[src/rtl/decode_stage.sv]
// RV32I decode stage with a two-entry skid buffer.
// Decodes ImmType/illegal at capture; all outputs come from flops.
module decode_stage #(
  parameter int PC_WIDTH = 32
) (
  input  logic                clk,
  input  logic                rst_n,
  input  logic                flush,
  input  logic                in_valid,
  output logic                in_ready,
  input  logic [31:0]         instr,
  input  logic [PC_WIDTH-1:0] pc_in,
  output logic                out_valid,
  input  logic                out_ready,
  output logic [24:0]         imm,
  output logic [1:0]          ImmType,
  output logic [4:0]          rs1,
  output logic [4:0]          rs2,
  output logic [4:0]          rd,
  output logic [6:0]          opcode,
  output logic [PC_WIDTH-1:0] pc_out,
  output logic                illegal
);

  localparam logic [6:0] OP_R     = 7'b0110011;
  localparam logic [6:0] OP_IMM   = 7'b0010011;
  localparam logic [6:0] OP_LOAD  = 7'b0000011;
  localparam logic [6:0] OP_JALR  = 7'b1100111;
  localparam logic [6:0] OP_SYS   = 7'b1110011;
  localparam logic [6:0] OP_STORE = 7'b0100011;
  localparam logic [6:0] OP_BR    = 7'b1100011;
  localparam logic [6:0] OP_LUI   = 7'b0110111;
  localparam logic [6:0] OP_AUIPC = 7'b0010111;
  localparam logic [6:0] OP_JAL   = 7'b1101111;

  localparam logic [1:0] IT_I = 2'b00;
  localparam logic [1:0] IT_S = 2'b01;
  localparam logic [1:0] IT_B = 2'b10;
  localparam logic [1:0] IT_U = 2'b11;

  typedef struct packed {
    logic [31:0]         ins;
    logic [PC_WIDTH-1:0] pc;
    logic [1:0]          itype;
    logic                ill;
  } ent_t;

  ent_t main_q;
  ent_t skid_q;
  logic main_v;
  logic skid_v;
  ent_t nxt;
  logic acc;
  logic cons;
  logic [6:0] op;

  assign acc  = in_valid & ~skid_v;
  assign cons = main_v & out_ready;
  assign op   = instr[6:0];

  // Decode the incoming word into a buffer entry
  always_comb begin
    nxt.ins   = instr;
    nxt.pc    = pc_in;
    nxt.itype = IT_I;
    nxt.ill   = 1'b0;
    unique case (1'b1)
      (op == OP_R),
      (op == OP_IMM),
      (op == OP_LOAD),
      (op == OP_JALR),
      (op == OP_SYS): begin
        nxt.itype = IT_I;
        nxt.ill   = 1'b0;
      end
      (op == OP_STORE): begin
        nxt.itype = IT_S;
        nxt.ill   = 1'b0;
      end
      (op == OP_BR): begin
        nxt.itype = IT_B;
        nxt.ill   = 1'b0;
      end
      (op == OP_LUI),
      (op == OP_AUIPC): begin
        nxt.itype = IT_U;
        nxt.ill   = 1'b0;
      end
      (op == OP_JAL): begin
        nxt.itype = IT_I;
        nxt.ill   = 1'b1;
      end
      default: begin
        nxt.itype = IT_I;
        nxt.ill   = 1'b1;
      end
    endcase
  end

  // Main/skid entry update; flush clears valids, data holds
  always_ff @(posedge clk or negedge rst_n) begin
    if (!rst_n) begin
      main_q <= '0;
      skid_q <= '0;
      main_v <= 1'b0;
      skid_v <= 1'b0;
    end else if (flush) begin
      main_v <= 1'b0;
      skid_v <= 1'b0;
    end else if (cons) begin
      if (skid_v) begin
        main_q <= skid_q;
        main_v <= 1'b1;
        if (acc) begin
          skid_q <= nxt;
          skid_v <= 1'b1;
        end else begin
          skid_v <= 1'b0;
        end
      end else if (acc) begin
        main_q <= nxt;
        main_v <= 1'b1;
      end else begin
        main_v <= 1'b0;
      end
    end else if (acc) begin
      if (main_v) begin
        skid_q <= nxt;
        skid_v <= 1'b1;
      end else begin
        main_q <= nxt;
        main_v <= 1'b1;
      end
    end
  end

  assign in_ready  = ~skid_v;
  assign out_valid = main_v;
  assign imm       = main_q.ins[31:7];
  assign rs1       = main_q.ins[19:15];
  assign rs2       = main_q.ins[24:20];
  assign rd        = main_q.ins[11:7];
  assign opcode    = main_q.ins[6:0];
  assign ImmType   = main_q.itype;
  assign illegal   = main_q.ill;
  assign pc_out    = main_q.pc;

endmodule

[config.mk]
export PLATFORM = sky130hd
export DESIGN_NAME = decode_stage
export DESIGN_NICKNAME = d
export VERILOG_FILES = /design/src/rtl/decode_stage.sv
export SDC_FILE = /design/constraint.sdc
export NUM_CORES = 1
export LEC_CHECK = 0
export ABC_CLOCK_PERIOD_IN_PS = 3300
export BUFFER_PORTS_ARGS = -buffer_cell sky130_fd_sc_hd__buf_4
export CAP_MARGIN = 20
export CORE_MARGIN = 2
export CORE_UTILIZATION = 57
export DETAILED_ROUTE_END_ITERATION = 8
export PLACE_DENSITY = 0.85
export SYNTH_ARGS = -nofsm -noshare
export SYNTH_HDL_FRONTEND = slang
export SYNTH_SLANG_ARGS = --single-unit
[constraint.sdc]
create_clock -name clk -period 3.3 [get_ports clk]
set_clock_uncertainty 0.2 [all_clocks]
set_input_delay 0.66 -clock clk [delete_from_list [all_inputs] [get_ports clk]]
set_output_delay 0.66 -clock clk [all_outputs]
set_load 0.005 [all_outputs]
==> metrics.yaml <==
timing:
  relSlewSlack_pct: 52.1
  timing_hold_violations_final: 0
  drv_slew: 0
  hold_ws_ps: 182
  final-setup-viol-count: 0
  fin_crit_ps: 2240
  worst_pin_slew_ps: 718
  rsz0062_at_grt: "no"
  final.period_utilization_pct: 67.8
  fin_setup_tns_ps: 0
  max_freq_mhz: 447
hold_path:
  holdPathStages: 2
  holdCritStartpoint: "instr[29]"
  holdPathEnd: "skid_q[64]"
  hp-class: "input port to flop"
floorplanning:
  num_io_pins: 153
  start_util_pct: 59.0
  rows: 36
  die_y_um: 105
  fp.coreArea_um2: 9820
  dieArea_um2: 11000
  die_x_um: 105
synth:
  ys.warnings.count: 0
  yosys-top-cells-area: "dfrtp_1 59%, mux2_2 12%, nand2_1 8.4%"
  yosysMostFrequentCell: "dfrtp_1"
  synthesis.instances: 549
  ys.flop_type: "dfrtp_1"
  synth-seq-area-share_pct: 58.7
  synth-seq-cells: 136
  netlist.area_leader.share_pct: 58.7
  syn_nets: 618
  yosysTopAreaCell: "dfrtp_1"
  netlist_top_cells_count: "136 x dfrtp_1, 129 x nand2_1, 71 x nor2_1"
  synth-edff-count: 0
  syn_area_um2: 5790
  syn_area_per_cell_um2: 10.6
  ys_async_sr_fraction_pct: 100
  synth_cell_types: 30
grt:
  antenna_found_initial: 0
  grt_pass1_vias: 4668
  grt_max_degree: 70
  grt_pass1_wl_um: 22600
  overflow: 0
  track_usage_pct: 26.1
routing:
  wl_per_cell_um: 16.5
  drc: 0
  first_pass_iters: 5
  dr.first_iter.drc_count: 222
  via_count: 4591
  wirelength_um: 13600
  drtAntennaViolNets: 0
  via_per_inst: 5.58
worst_setup_path:
  r2r_cells: 5
  critPathLaunchType: "flop"
  r2r-start: "skid_v"
  critical_path_arrival_ps: 2450
  end_kind: "flop"
  worstSetupPathType: "flop to flop"
  crit_fanout: 33
  r2r_setup_slack_ps: 1060
  r2r-end: "pc_out[13]"
  crit_required_ps: 3520
finish:
  nFillCells: 641
  drive_gt1_share_pct: 36.5
  layout.cells.non_filler: 823
  diodes: 0
  synthToLayoutAreaGrowth_pct: 29.9
  layout.nets: 750
clock_tree:
  cts_tree: "built"
  clk_pin_slew_worst_paths_ps: 60
  cts_buffers: 17
  cts.htree.levels: 4
  cts.sinks: 136
  cts_buffer_depth: 2
  root_buffer: "clkbuf_8"
  clk_latency_ps: 510
  cts_setup_buffers: 0
  cts_resized: 0
placed_design:
  post-dp-hpwl_um: 8800
  gp_congestion: 0.742
  placed_cells: 794
  port_buffers: 152
pwr:
  vdd_drop_max_mv: 0.357
  p_leak_nw: 3.47
  powerDensity_nw_per_um2: 650
flow_run:
  maxCapViolations: 0
outcome:
  status: "finished, final reports clean"
[layout make-up]
class | count | area (µm²) | share of cell area (%)
clock buffers | 24 | 480 | 6.38
clock inverters | 4 | 45.0 | 0.599
inverters | 4 | 15.0 | 0.200
multi-input cells | 358 | 2100 | 27.9
flip-flops and latches | 136 | 3400 | 45.2
well taps | 133 | 166 | 2.21
repair buffers | 164 | 1310 | 17.4
[registers in the layout (all words and copies together) (netlist names)]
register	cells
ImmType	2
opcode	7
out_valid	1
imm	25
skid_v	1
illegal	1
skid_q	67
pc_out	32
[where the power goes]
group | internal (mW) | leakage (nW) | switching, mW
Clock | 1.06 | 0.263 | 0.637
Combinational | 0.555 | 1.62 | 0.361
Sequential | 2.05 | 1.58 | 0.233
Total | 3.66 | 3.47 | 1.23
[logic make-up after synthesis]
| group | after synthesis | share of synthesized area [%] |
|---|---|---|
| AO/OA/AOI/OAI | 80 | 8.66 |
| XOR/XNOR | 1 | 0.151 |
| buffers and inverters | 55 | 5.31 |
| flip-flops | 136 | 58.7 |
| multiplexers | 66 | 12.8 |
| AND/OR/NAND/NOR | 211 | 14.3 |
[how the worst max path moves through the flow]
stage | start | end | depth (start not counted)
after floorplan | out_ready | skid_q[60] | 5
after global placement | out_ready | skid_q[39] | 5
after detailed placement | out_ready | imm[24] | 6
after CTS | skid_v | pc_out[13] | 5
after global routing | skid_v | pc_out[13] | 5
final | skid_v | pc_out[13] | 5
[layout by cell type (no fill, tap or decap)]
| cell type | n |
|---|---|
| nor2b_1 | 1 |
| clkbuf_8 | 5 |
| nor3_1 | 2 |
| buf_4 | 156 |
| and3_2 | 1 |
| clkbuf_1 | 3 |
| mux2_1 | 6 |
| nand2b_1 | 1 |
| nor3b_4 | 1 |
| a211oi_4 | 1 |
| mux2_2 | 60 |
| nand2_1 | 129 |
| dfrtp_1 | 136 |
| nand3_2 | 1 |
| nand3b_1 | 1 |
| a221oi_1 | 1 |
| o21ai_1 | 1 |
| a31oi_1 | 64 |
| o211ai_1 | 1 |
| o21ai_0 | 1 |
| dlygate4sd3_1 | 1 |
| clkbuf_16 | 16 |
| buf_12 | 6 |
| xnor2_1 | 1 |
| o22ai_1 | 1 |
| inv_1 | 4 |
| buf_6 | 1 |
| and2b_1 | 1 |
| clkinv_2 | 3 |
| and3b_1 | 2 |
| o22a_1 | 1 |
| a21oi_1 | 8 |
| nor2_1 | 71 |
| bufinv_16 | 1 |
| a211oi_1 | 1 |
[stage by stage]
| stage | instance area (µm²) | total power, mW | worst slack [ps] | util, % |
|---|---|---|---|---|
| final | 7530 | 4.90 | 1060 | 76.6 |
| after global routing | 7530 | 5.13 | 905 | 76.6 |
| after CTS | 7530 | 4.92 | 1070 | 76.6 |
| after detailed placement | 6990 | 3.22 | 880 | 71.2 |
| after global placement | 6990 | 3.15 | 943 | 71.2 |
| after floorplan | 5790 | 2.72 | 1210 | - |
[critical path: stages (launching register included)]
cell	delay [ps]
dfrtp_1	460
nand2b_1	280
a211oi_4	640
buf_12	260
nor2_1	70
a31oi_1	210
[routing by layer]
metal / GRT usage [%] / up-vias / part of all wire (%)
li1: - / 2112 / -
met1: 32.3 / 2278 / 42
met2: 42.8 / 181 / 50
met3: 8.42 / 20 / 7.1
met4: 9.81 / 0 / 1.4
met5: 0 / - / 0
[what timing repair did]
item	4_1_cts	5_1_grt
endpoints found under the hold margin	52	0
endpoints found under the setup margin	0	0
hold buffers	1	0
No activity file was read; power rests on OpenSTA's default activity.
